## src/rtl/if_stage.sv

```systemverilog
// ---------------------------------------------------------------------------
// if_stage
//
// Instruction-fetch stage of the MIPS pipeline together with the IF/ID
// pipeline register. Holds the program counter, presents it to an
// asynchronous-read instruction ROM and selects the next PC. The next PC is
// the sequential PC+4, the branch target or the jump target. The fetched
// word and its PC+4 are registered into Decode.
//
// Parameters
//   RESET_PC   PC loaded on reset (word aligned, bits [1:0] = 00)
//
// Ports
//   clk        rising-edge clock
//   rst_n      synchronous active-low reset (overrides all other inputs)
//   StallF     hold PCF this cycle (any redirect this cycle is dropped)
//   StallD     hold the IF/ID register this cycle
//   FlushD     load a bubble into the IF/ID register
//   PCSrcD     branch taken, resolved in Decode
//   PCBranchD  branch target from Decode
//   JumpD      instruction in Decode is a j
//   ImemAddr   instruction-memory address (combinational copy of PCF)
//   ImemRdata  instruction word at ImemAddr
//   PCF        current fetch PC
//   InstrD     instruction in Decode (0 when bubble)
//   PCPlus4D   PC+4 of the instruction in Decode (0 when bubble)
//   ValidD     1 = InstrD is a real instruction, 0 = bubble
// ---------------------------------------------------------------------------
module if_stage #(
  parameter logic [31:0] RESET_PC = 32'h0000_0000
) (
  input  logic        clk,
  input  logic        rst_n,
  input  logic        StallF,
  input  logic        StallD,
  input  logic        FlushD,
  input  logic        PCSrcD,
  input  logic [31:0] PCBranchD,
  input  logic        JumpD,
  output logic [31:0] ImemAddr,
  input  logic [31:0] ImemRdata,
  output logic [31:0] PCF,
  output logic [31:0] InstrD,
  output logic [31:0] PCPlus4D,
  output logic        ValidD
);

  logic [31:0] pc_reg;
  logic [31:0] pc_next;
  logic [31:0] pc_plus4;
  logic [31:0] jump_target;
  logic [31:0] instr_reg;
  logic [31:0] pc_plus4_d_reg;
  logic        valid_reg;

  // Wraps naturally modulo 2^32.
  assign pc_plus4 = pc_reg + 32'd4;

  // Jump target is built from the IF/ID contents: the upper nibble comes
  // from the j instruction's own PC+4 and the low bits from its index field.
  assign jump_target = {pc_plus4_d_reg[31:28], instr_reg[25:0], 2'b00};

  // Jump beats branch. The branch target is forced word aligned.
  always_comb begin
    pc_next = pc_plus4;
    if (JumpD) begin
      pc_next = jump_target;
    end else if (PCSrcD) begin
      pc_next = {PCBranchD[31:2], 2'b00};
    end
  end

  // Program counter. A stalled PC discards the redirect; the hazard unit
  // re-presents it once the stall clears.
  always_ff @(posedge clk) begin
    if (!rst_n) begin
      pc_reg <= RESET_PC;
    end else if (!StallF) begin
      pc_reg <= pc_next;
    end
  end

  // IF/ID register: stall beats flush, flush beats load. The stage never
  // squashes on its own, so a redirect must come with FlushD from outside.
  always_ff @(posedge clk) begin
    if (!rst_n) begin
      instr_reg      <= 32'd0;
      pc_plus4_d_reg <= 32'd0;
      valid_reg      <= 1'b0;
    end else if (StallD) begin
      instr_reg      <= instr_reg;
      pc_plus4_d_reg <= pc_plus4_d_reg;
      valid_reg      <= valid_reg;
    end else if (FlushD) begin
      instr_reg      <= 32'd0;
      pc_plus4_d_reg <= 32'd0;
      valid_reg      <= 1'b0;
    end else begin
      instr_reg      <= ImemRdata;
      pc_plus4_d_reg <= pc_plus4;
      valid_reg      <= 1'b1;
    end
  end

  assign ImemAddr = pc_reg;
  assign PCF      = pc_reg;
  assign InstrD   = instr_reg;
  assign PCPlus4D = pc_plus4_d_reg;
  assign ValidD   = valid_reg;

endmodule
```

## config.mk

```make
export PLATFORM = sky130hd
export DESIGN_NAME = if_stage
export DESIGN_NICKNAME = d
export VERILOG_FILES = /design/src/rtl/if_stage.sv
export SDC_FILE = /design/constraint.sdc
export NUM_CORES = 1
export LEC_CHECK = 0
export BUFFER_PORTS_ARGS = -buffer_cell sky130_fd_sc_hd__buf_2
export CORE_ASPECT_RATIO = 1.1
export CORE_MARGIN = 1
export CORE_UTILIZATION = 44
export DETAILED_ROUTE_END_ITERATION = 12
export PLACE_DENSITY = 0.86
export SYNTH_ARGS = -nofsm -noshare
export SYNTH_HDL_FRONTEND = slang
export SYNTH_SLANG_ARGS = --single-unit
export TNS_END_PERCENT = 1
```

## constraint.sdc

```tcl
create_clock -name clk -period 1.8 [get_ports clk]
set_input_delay 0.18 -clock clk [delete_from_list [all_inputs] [get_ports clk]]
set_output_delay 0.18 -clock clk [all_outputs]
set_load 0.01 [all_outputs]
```

# ---- Yosys cells after proc, flatten, opt, wreduce, memory -nomap -nowiden
# Index checks and enable logic that the tools add are counted.
dict set report classes {
  n_addsub 1
  muxes 5
}
# operator n
set ops {}
lappend ops {{$mux 32} 4}
lappend ops {{$add 32x3->32 const B} 1}
lappend ops {{$mux 1} 1}
dict set report totals {
  reg_bits 97
  in_bits 71
  out_inout_bits 129
  wordCells 10
}

# ---- Depth between registers and ports, before layout
# Gate-level depths: netlist (run 1).
dict set report depth {
  ltp_word 3
  mapped_depth 8
  ltp_nobuf 6
}

# ---- Worst setup path before layout (run 1)
# OpenSTA, ideal clock, no wires.
dict set report synth_timing {
  path_type {flip-flop to flip-flop}
  start {register pc_reg[2], in the netlist ImemAddr[2]}
  end {register pc_reg[24], in the netlist ImemAddr[24]}
  setup_ns 0.119
  arrival_time_ns 1.828
  t_required_ns 1.681
  path_slack_ns -0.147
  stages_incl_launch_ff 6
  path_buffers 0
  period_less_slack_ns 1.947
  path_cell_list {dfxtp_1 > ha_1 > and3_1 > nand4_1 > or4_4 > o221a_1}
}
dict set report synth_via {
  elab_chain_len 3
}
# element line
set synth_lines {}
lappend synth_lines {{from (decl)} 48} ;# logic [31:0] pc_reg;
lappend synth_lines {{from (signal assigned)} 79} ;# pc_reg <= pc_next;
lappend synth_lines {{$add 32x3->32} 57} ;# assign pc_plus4 = pc_reg + 32'd4;
lappend synth_lines {{$mux 32} 68} ;# end else if (PCSrcD) begin
lappend synth_lines {{$mux 32} 66} ;# if (JumpD) begin
# Every way passes these cells.
# A chain may end at the register's enable or synchronous reset.

# ---- Worst setup path after layout (run 1)
dict set report layout_timing {
  start {register pc_reg[3], in the netlist ImemAddr[3]}
  end {register pc_reg[24], in the netlist ImemAddr[24]}
}
# The elaborated chain is that of the path after synthesis.

==> results of run 1 <==
==> final cells by class <==
class                   count  area share, %
multi-input cells         368           39.0
flip-flops and latches     94           29.4
repair buffers            267           23.7
clock buffers              13           4.03
well taps                 143           2.77
clock inverters             3          0.659
inverters                   7          0.407
==> synth_stat cells (4+ instances only) <==
library cell  instances
buf_4                36
nand3_1              16
xnor2_1              17
mux2i_1               6
xor2_1                8
dfxtp_1              94
o211ai_1              8
a21oi_1              27
o22ai_1               4
o31a_1                6
nor3_1                8
buf_1                 4
clkbuf_1             31
buf_2                 5
a22o_1               36
nor4_2                4
a22oi_1              19
and2_1                9
nand2_1              53
nor2_1               26
o21ai_0              37
inv_1                 5
and3_1                6
nand4_1              10
==> power by group through the flow <==
stage / Clock (mW) / Sequential, mW / Combinational (mW)
final: 1.95 / 2.22 / 0.717
after global routing: 2.08 / 2.23 / 0.774
after global placement: 0 / 2.26 / 0.685
after floorplan: 0 / 2.30 / 0.358
after detailed placement: 0 / 2.26 / 0.701
after CTS: 1.97 / 2.21 / 0.704
==> registers in the layout, summed over array words and instances, names as in the netlist <==
signal,count
ImemAddr,30
ValidD,1
PCPlus4D,31
InstrD,32
==> through the flow <==
step	util (%)	hold WS (ns)	instances	cell area, um^2
final	61.9	0.0442	895	6460
after global routing	61.9	0.0448	895	6460
after CTS	60.1	0.0397	885	6270
after detailed placement	57.0	0.400	869	5960
after global placement	57.0	0.394	869	5960
after floorplan	-	0.313	546	4750
==> cell families after synthesis <==
logic type               count (synthesis)
multiplexers                             7
flip-flops                              94
AO/OA/AOI/OAI                          170
other                                    1
buffers and inverters                   85
XOR/XNOR                                25
adder cells (fa/ha/maj)                  1
AND/OR/NAND/NOR                        160
==> worst paths after layout <==
| check | slack [ns] | startpoint | end | cells past startpoint |
|---|---|---|---|---|
| setup / recovery | 0.01 | ImemAddr[3] | ImemAddr[24] | 6 |
| hold / removal | 0.04 | ImemRdata[15] | InstrD[15] | 2 |
| setup reg to reg | 0.01 | ImemAddr[3] | ImemAddr[24] | 6 |
| hold reg to reg | 0.44 | ValidD | ValidD | 2 |
==> routing by layer <==
layer	up-vias	track usage, %	wire [um]
li1	2354	-	-
met1	2393	34.8	6560
met2	223	45.1	7540
met3	26	4.29	1060
met4	0	12.0	344
met5	-	0	0
==> placed cells by master (no fill, tap or decap), drive strengths merged, types with 2 or more instances in the layout <==
cell type    n
a211o        2
a21boi       2
a21oi       28
a221oi       2
a22o        36
a22oi       19
a311oi       2
a31oi        3
and2        10
and3         6
and4         4
buf        267
clkbuf      13
clkinv       3
conb         4
dfxtp       94
inv          5
mux2i        6
nand2       53
nand2b       2
nand3       17
nand4       13
nor2        26
nor3         9
nor4         7
nor4b        3
o211a        3
o211ai       8
o21a         3
o21ai       40
o221a        3
o22ai        4
o31a         6
o32ai        2
or2          3
or3          2
or4          3
xnor2       17
xor2         8
==> worst register-to-register path: stages (launching register included) <==
cell and delay (ns):
dfxtp_4 0.37, ha_4 0.15, and3_4 0.19, nand4_1 0.09, buf_6 0.16, or4_4 0.45
o221a_1 0.28
==> timing repair <==
action,in CTS,in global routing
gates cloned,0,1
gates resized for setup,3,28
setup endpoints to repair,4,34
setup buffers,0,9
pin swaps,0,14
==> results.sh, run 1 <==
export IMPL_cts_max_level=3
export IMPL_portBuffers=193
export IMPL_dp_slack_ns=-0.0217
export IMPL_cp_max_fo=4
export IMPL_ys_types=66
export IMPL_synthDominantCellAreaShare_pct=39.8
export IMPL_seqPwrFrac_pct=45.4
export IMPL_syn_area_per_cell_um2=8.72
export IMPL_arrival_ns=2.02
export IMPL_ys_async_sr_fraction_pct=0
export IMPL_yosysWarningCount=0
export IMPL_syn_inst=543
export IMPL_grt_pass1_wl_um=23500
export IMPL_postCtsHoldBufs=0
export IMPL_cp_top_family="simple AND/OR/NAND/NOR gates"
export IMPL_grt_max_degree=24
export IMPL_seq_area_um2=1900
export IMPL_initial_utilization_pct=45.3
export IMPL_finalCriticalPeriod_ns=1.79
export IMPL_multi_input_area_um2=2520
export IMPL_finalHoldViolCount=0
export IMPL_rsz0062_at_grt="true"
export IMPL_yosysSeqAreaShare_pct=39.8
export IMPL_ys_flop_type="dfxtp_1"
export IMPL_synth_edf_count=0
export IMPL_die_h_um=111
export IMPL_synth_xor_area_share_pct=4.63
export IMPL_peakVddDrop_v=0.000373
export IMPL_synth_seq_cells=94
export IMPL_cts_buffers=9
export IMPL_fin_crit_sh_pct=99.5
export IMPL_core_area_um2=10400
export IMPL_antenna_found_initial=0
export IMPL_die_area_um2=11200
export IMPL_tns_ns=0
export IMPL_setup_violations=0
export IMPL_crit_required_ns=2.03
export IMPL_p_per_area_nw_per_um2=757
export IMPL_finClkSkew_ns=0.0128
export IMPL_drt_total_wl_um=15500
export IMPL_vias=4996
export IMPL_cts_clk_slew_worst_paths_ns=0.07
export IMPL_power_total_mw=4.89
export IMPL_cts_buffer_depth=2
export IMPL_slew_viol_final=0
export IMPL_drive_above_1_share_pct=43.1
export IMPL_slew_headroom_pct=63.9
export IMPL_filler_cell_count=924
export IMPL_hp_class="in2reg"
export IMPL_power_frac_comb_pct=14.7
export IMPL_status="complete, no violations"
export IMPL_p_leak_nw=3.05
export IMPL_power_switching_mw=1.27
export IMPL_core_rowCount=39
export IMPL_clock_latency_ns=0.35
export IMPL_die_x_um=101
export IMPL_via_per_inst=5.58
export IMPL_synthSimpleGateAreaFrac_pct=18.6
export IMPL_yosys_area_top_type="dfxtp_1"
export IMPL_wire_per_inst_um=17.3
export IMPL_timing_fmax_ghz=0.559
export IMPL_gr_total_overflow=0
export IMPL_ys_top_cells_by_area="dfxtp_1 (40%), a22o_1 (6.7%), buf_4 (5.7%)"
export IMPL_syn_cell_area_um2=4730
export IMPL_synth_top_family_by_area="compound AO/OA/AOI/OAI gates"
export IMPL_grt_usage_pct=27.3
export IMPL_tightest_slew_ns=0.541
export IMPL_cpPeakStageDelay_ns=0.45
export IMPL_start_kind="register"
export IMPL_setup_ws_ns=0.00965
export IMPL_drc_errors=0
export IMPL_io_pins=200
export IMPL_crit_chain="ha_4 -> and3_4 -> nand4_1 -> buf_6 -> or4_4 -> o221a_1"
export IMPL_cts_tree="yes"
export IMPL_clock_root_buffer="clkbuf_16"
export IMPL_hpwlAfterDp_um=11500
export IMPL_numClockSinks=94
export IMPL_pwr_share_clk_pct=40.0
export IMPL_n_antenna_cell=0
export IMPL_swShare_pct=26.0
export IMPL_antenna_left=0
export IMPL_synth_fa_ha_area_share_pct=0.264
export IMPL_cp_slowest_cell="or4_4"
export IMPL_grt_pass1_vias=4595
export IMPL_synth_compound_area_share_pct=25.4
export IMPL_drt_iter0_markers=293
export IMPL_globalplace_congestion=0.864
export IMPL_end_kind="register"
export IMPL_final_nets=819
export IMPL_path_class="reg2reg"
export IMPL_maxCapViolCount=0
export IMPL_synthMuxAreaShare_pct=1.51
export IMPL_drt_pass1_iter_count=5
export IMPL_intPower_mw=3.62
export IMPL_crit_buf_inv=1
export IMPL_syn_to_final_growth_pct=36.5
Note: power is estimated with default switching activity, not from simulation.
==> inputs of run 2 (changes only) <==
--- a/config.mk
+++ b/config.mk
@@ -5,7 +5,9 @@
 export SDC_FILE = /design/constraint.sdc
 export NUM_CORES = 1
 export LEC_CHECK = 0
+export ABC_AREA = 1
 export BUFFER_PORTS_ARGS = -buffer_cell sky130_fd_sc_hd__buf_2
+export CAP_MARGIN = 10
 export CORE_ASPECT_RATIO = 1.1
 export CORE_MARGIN = 1
 export CORE_UTILIZATION = 44
==> constraint.sdc (replaced) <==
create_clock -name clk -period 1.6 [get_ports clk]
set_input_delay 0.16 -clock clk [delete_from_list [all_inputs] [get_ports clk]]
set_output_delay 0.16 -clock clk [all_outputs]
set_load 0.01 [all_outputs]
==> run 2 against run 1 <==
Global-route usage shrank 0.56 points; via count is 9.6% higher; clock-buffer cell count fell by 3; utilization fell by 3.5 points; fmax up 14%; first-iteration DRC count is 61% higher; combinational power increased by 30%; synthesized area is 4.8% higher; critical path depth is 1 higher; clock skew decreased by 0.0058 ns.
==> results.sh, run 2 <==
export IMPL_status="complete, no violations"
export IMPL_setup_violations=0
export IMPL_power_frac_comb_pct=15.6
export IMPL_ys_types=32
export IMPL_fin_util_pct=58.4
export IMPL_antenna_left=0
export IMPL_drc_errors=0
export IMPL_r2r_start="ImemAddr[8]"
export IMPL_yosysSeqAreaShare_pct=37.9
export IMPL_clock_latency_ns=0.34
export IMPL_slew_headroom_pct=66.1
export IMPL_synth_fa_ha_area_share_pct=0.252
export IMPL_fin_crit_sh_pct=98.6
export IMPL_cp_max_fo=7
export IMPL_final_cell_mix="buf_2 (193), nand2_1 (176), dfxtp_1 (91)"
export IMPL_intPower_mw=4.40
export IMPL_drt_pass1_iter_count=5
export IMPL_synth_top_family_by_area="simple AND/OR/NAND/NOR gates"
export IMPL_globalplace_congestion=0.909
export IMPL_tns_ns=0
export IMPL_crit_top_cell="nand2_1"
export IMPL_hpwlAfterDp_um=11200
export IMPL_clock_root_buffer="clkbuf_16"
export IMPL_portBuffers=193
export IMPL_grt_pass1_wl_um=24200
export IMPL_cts_tree="yes"
export IMPL_power_total_mw=5.97
export IMPL_yosysMostFrequentCell="nand2_1"
export IMPL_finClkSkew_ns=0.00706
export IMPL_largest_reg_flops=32
export IMPL_cp_slowest_cell="dfxtp_1"
export IMPL_die_x_um=103
export IMPL_timing_fmax_ghz=0.634
export IMPL_ys_flop_type="dfxtp_1"
export IMPL_syn_cell_area_um2=4960
export IMPL_gr_total_overflow=0
export IMPL_numClockSinks=94
export IMPL_path_class="reg2reg"
export IMPL_p_leak_nw=3.12
export IMPL_post_cts_buffers=0
export IMPL_cts_buffer_depth=2
export IMPL_synthSimpleGateAreaFrac_pct=29.4
export IMPL_ys_async_sr_fraction_pct=0
export IMPL_slew_viol_final=0
export IMPL_hold_ws_ns=0.0230
export IMPL_p_per_area_nw_per_um2=933
export IMPL_cp_top_family="simple AND/OR/NAND/NOR gates"
export IMPL_arrival_ns=1.81
export IMPL_antenna_found_initial=1
export IMPL_syn_to_final_growth_pct=29.0
export IMPL_postCtsHoldBufs=0
export IMPL_drt_iter0_markers=471
export IMPL_placed_area_um2=6020
export IMPL_core_area_um2=11000
export IMPL_via_per_inst=5.29
export IMPL_syn_area_per_cell_um2=6.97
export IMPL_final_common_cell="buf_2"
export IMPL_ys_top_cells_by_area="dfxtp_1 (38%), nand2_1 (13%), a21oi_1 (7.0%)"
export IMPL_synth_xor_area_share_pct=1.41
export IMPL_syn_inst=712
export IMPL_grt_usage_pct=26.7
export IMPL_yosys_area_top_type="dfxtp_1"
export IMPL_hp_start="ImemRdata[1]"
export IMPL_stdcell_area_um2=6400
export IMPL_cpPeakStageDelay_ns=0.48
export IMPL_vias=5474
export IMPL_start_kind="register"
export IMPL_grt_max_degree=63
export IMPL_ys_top_cells_by_count="nand2_1 (176), dfxtp_1 (94), nor2_1 (87), a21oi_1 (69), o21ai_0 (50)"
export IMPL_dp_slack_ns=0.0729
export IMPL_pwr_share_clk_pct=41.7
export IMPL_critPathLaunch="ImemAddr[8]"
export IMPL_crit_buf_inv=0
export IMPL_die_area_um2=11700
export IMPL_finalHoldViolCount=0
export IMPL_synth_edf_count=0
export IMPL_finalCriticalPeriod_ns=1.58
export IMPL_tightest_slew_ns=0.507
export IMPL_finalNonFillerCells=1035
export IMPL_synthMuxAreaShare_pct=0
export IMPL_place_inst=1018
export IMPL_seqPwrFrac_pct=42.7
export IMPL_wire_per_inst_um=14.9
export IMPL_drt_total_wl_um=15400
export IMPL_drive_above_1_share_pct=31.9
export IMPL_cts_repair_resize_count=0
export IMPL_grt_pass1_vias=4912
export IMPL_initial_utilization_pct=45.3
export IMPL_maxCapViolCount=0
export IMPL_cts_clk_slew_worst_paths_ns=0.07
export IMPL_crit_required_ns=1.83
export IMPL_core_rowCount=40
export IMPL_cts_buffers=9
export IMPL_end_kind="register"
export IMPL_swShare_pct=26.4
export IMPL_crit_chain="nand2_1 -> nor2_4 -> nand2_4 -> o21ai_0 -> nand2_1 -> o21ai_1 -> a21oi_1"
export IMPL_power_switching_mw=1.57
export IMPL_final_nets=954
export IMPL_synth_compound_area_share_pct=19.0
export IMPL_io_pins=200
export IMPL_yosysWarningCount=0
export IMPL_synthDominantCellAreaShare_pct=37.9
export IMPL_peakVddDrop_v=0.000567
export IMPL_setup_ws_ns=0.0227
export IMPL_cts_max_level=3
export IMPL_die_h_um=113
export IMPL_synth_seq_cells=94
export IMPL_rsz0062_at_grt="true"
export IMPL_hp_class="in2reg"
run 2: cell types whose count changed in the layout (fill, tap and decap cells not counted), sizes merged, moves of 30 or more:
cell / before / now
inv: 5 / 38
a21oi: 28 / 72
buf: 267 / 232
a22o: 36 / 0
nand2: 53 / 181
a32o: 0 / 30
nand3: 17 / 48
nor2: 26 / 102
run 2: worst reg2reg max path: cells and delay by family, from the launching register on:
family	cells	cell delay, ns
and+or+nand+nor	4	0.61
DFF	1	0.48
AOI/OAI and AO/OA	3	0.39
run 2: metal layers:
layer | track usage (%) | part of all wire (%) | up-vias
met2 | 42.0 | 48 | 275
met4 | 11.8 | 2.5 | 0
li1 | - | - | 2651
met3 | 4.88 | 8.6 | 32
met5 | 0 | 0 | -
met1 | 35.4 | 41 | 2516
run 2: worst paths after layout:
| path | end | slack [ns] | cells after the start |
|---|---|---|---|
| min | InstrD[1] | 0.02 | 3 |
| min reg2reg | PCPlus4D[1] | 0.45 | 2 |
| max reg2reg | ImemAddr[18] | 0.02 | 7 |
| max | ImemAddr[18] | 0.02 | 7 |
run 2: layout make-up:
class                      count  area, um^2
inverter                      39         146
clock buffer                  10         239
timing repair buffer         232        1310
tap                          147         184
sequential                    94        1890
clock inverter                 6         109
antenna                        1        2.50
fill                        1026        4560
multi-input combinational    506        2520
run 2: power groups by stage:
stage	Clock (mW)	Sequential (mW)	Combinational, mW
after CTS	2.51	2.54	0.924
final	2.49	2.55	0.930
after floorplan	0	2.64	0.492
after global placement	0	2.59	0.906
after global routing	2.65	2.56	1.02
after detailed placement	0	2.59	0.917
run 2: cell families (layout without fill, tap and decap cells):
family,Yosys count,after routing
adder cells (fa/ha/maj),1,1
XOR/XNOR,8,8
other,1,5
flip-flops,94,94
AND/OR/NAND/NOR,337,337
buffers and inverters,115,287
AO/OA/AOI/OAI,156,156
==> inputs of run 3 (changes only) <==
==> constraint.sdc (replaced) <==
create_clock -name clk -period 1.45 [get_ports clk]
set_input_delay 0.145 -clock clk [delete_from_list [all_inputs] [get_ports clk]]
set_output_delay 0.145 -clock clk [all_outputs]
set_load 0.01 [all_outputs]
==> run 3 against run 2 <==
The flow now finishes with violations (negative setup slack); global-route usage rose by 0.44 points; clock-buffer cell count shrank 1; register-to-register slack got worse by 0.096 ns; via count up 3.2%; critical path type unchanged; largest cell class unchanged; largest power group unchanged; highest routed layer unchanged.
==> results.sh, run 3 (same netlist as run 2, synthesis figures left out) <==
export IMPL_hpwlAfterDp_um=11400
export IMPL_whs_endpoint="InstrD[0]"
export IMPL_slew_viol_final=0
export IMPL_stdcell_area_um2=6730
export IMPL_drive_above_1_share_pct=38.2
export IMPL_globalplace_congestion=0.959
export IMPL_setup_violations=15
export IMPL_grt_pass1_vias=5193
export IMPL_p_leak_nw=3.24
export IMPL_start_kind="register"
export IMPL_seq_area_um2=1900
export IMPL_grt_pass1_wl_um=24500
export IMPL_grt_max_degree=63
export IMPL_syn_to_final_growth_pct=35.7
export IMPL_n_antenna_cell=0
export IMPL_die_x_um=103
export IMPL_place_inst=1035
export IMPL_finalNonFillerCells=1056
export IMPL_gr_total_overflow=0
export IMPL_clock_root_buffer="clkbuf_16"
export IMPL_wire_per_inst_um=15.5
export IMPL_setup_ws_ns=-0.0729
export IMPL_drt_iter0_markers=523
export IMPL_cts_tree="yes"
export IMPL_r2r_start="ImemAddr[3]"
export IMPL_drt_pass1_iter_count=7
export IMPL_hold_ws_ns=0.00645
export IMPL_drt_total_wl_um=16400
export IMPL_cts_max_level=3
export IMPL_rsz0062_at_grt="true"
export IMPL_cpPeakStageDelay_ns=0.37
export IMPL_clock_latency_ns=0.35
export IMPL_hp_class="in2reg"
export IMPL_cp_slowest_cell="dfxtp_2"
export IMPL_fin_crit_sh_pct=105
export IMPL_core_rowCount=40
export IMPL_initial_utilization_pct=45.3
export IMPL_peakVddDrop_v=0.000611
export IMPL_ff2ff_path_depth=8
export IMPL_die_h_um=113
export IMPL_tns_ns=-0.396
export IMPL_cts_buffer_depth=2
export IMPL_crit_required_ns=1.72
export IMPL_via_per_inst=5.35
export IMPL_cp_max_fo=5
export IMPL_antenna_found_initial=0
export IMPL_placed_area_um2=6140
export IMPL_portBuffers=193
export IMPL_largest_reg_flops=32
export IMPL_io_pins=200
export IMPL_end_kind="register"
export IMPL_cts_clk_slew_worst_paths_ns=0.07
export IMPL_crit_top_cell="nand2_4"
export IMPL_multi_input_area_um2=2710
export IMPL_r2r_setup_slack_ns=-0.07
export IMPL_final_common_cell="buf_2"
export IMPL_crit_chain="ha_4 -> nand2_4 -> nor2_8 -> nand3_4 -> or2_4 -> nand2_4 -> nand2_2 -> a21oi_2"
export IMPL_hp_start="ImemRdata[0]"
export IMPL_finalCriticalPeriod_ns=1.52
export IMPL_core_area_um2=11000
export IMPL_slew_headroom_pct=64.9
export IMPL_finalHoldViolCount=0
export IMPL_violations="negative setup slack"
export IMPL_status="finished, violations left"
export IMPL_path_class="reg2reg"
export IMPL_hold_depth=3
export IMPL_tightest_slew_ns=0.525
export IMPL_grt_usage_pct=27.1
export IMPL_timing_fmax_ghz=0.657
export IMPL_rr_endpoint="PCPlus4D[12]"
export IMPL_final_nets=976
export IMPL_p_per_area_nw_per_um2=967
export IMPL_final_cell_mix="buf_2 (193), nand2_1 (164), dfxtp_1 (83)"
export IMPL_die_area_um2=11700
export IMPL_finClkSkew_ns=0.00791
export IMPL_vias=5649
export IMPL_numClockSinks=94
export IMPL_maxCapViolCount=0
export IMPL_arrival_ns=1.80
export IMPL_drc_errors=0
export IMPL_filler_cell_count=953
export IMPL_cts_buffers=9
export IMPL_antenna_left=0
## run 3: worst max path at each step
stage | endpoint | cells after the start | slack (ns) | startpoint
6_report | PCPlus4D[12] | 8 | -0.07 | ImemAddr[3]
5_1_grt | PCPlus4D[12] | 8 | -0.10 | ImemAddr[3]
4_1_cts | PCPlus4D[12] | 8 | -0.03 | ImemAddr[2]
3_5_place_dp | ImemAddr[24] | 9 | -0.01 | ImemAddr[2]
3_3_place_gp | ImemAddr[24] | 10 | 0.02 | ImemAddr[2]
2_1_floorplan | ImemAddr[16] | 8 | 0.0007 | ImemAddr[2]
## run 3: cell type report
type,instances,share of cell area [%]
multi-input cells,506,40.2
flip-flops and latches,94,28.2
repair buffers,254,21.9
clock buffers,9,3.35
well taps,147,2.73
inverters,39,2.17
clock inverters,7,1.45
## run 3: critical path, delay by kind of cell, from the launching register on
kind / cells / cell delay, ns
fa+ha+maj: 1 / 0.17
flops: 1 / 0.37
simple gates: 6 / 0.78
compound gates: 1 / 0.12
## run 3: per-layer routing
metal  GRT usage, %  vias to the layer above  share of wire, %
met5              0                        -                 0
met4           14.6                        0               3.7
met3           4.08                       52               8.0
met2           44.7                      325                48
met1           33.8                     2572                40
li1               -                     2700                 -
## run 3: report_power, final
part,switching (mW),internal (mW)
Sequential,0.110,2.70
Clock,1.06,1.52
Combinational,0.649,0.469
Total,1.82,4.69
## run 3: stage by stage
step	setup slack, ns	utilization (%)	power (mW)
floorplan	0.000655	-	3.46
global placement	0.0168	56.0	3.89
detailed placement	-0.0103	56.0	3.90
CTS	-0.0257	59.7	6.47
global route	-0.105	61.4	6.73
finish	-0.0729	61.4	6.51
## run 3: timing repair
item | 4_1_cts | 5_1_grt
gates resized for setup | 17 | 54
setup buffers | 1 | 3
pin swaps | 8 | 17
endpoints found under the setup margin | 10 | 50
hold buffers | 1 | 0
hold endpoints to repair | 1 | 0
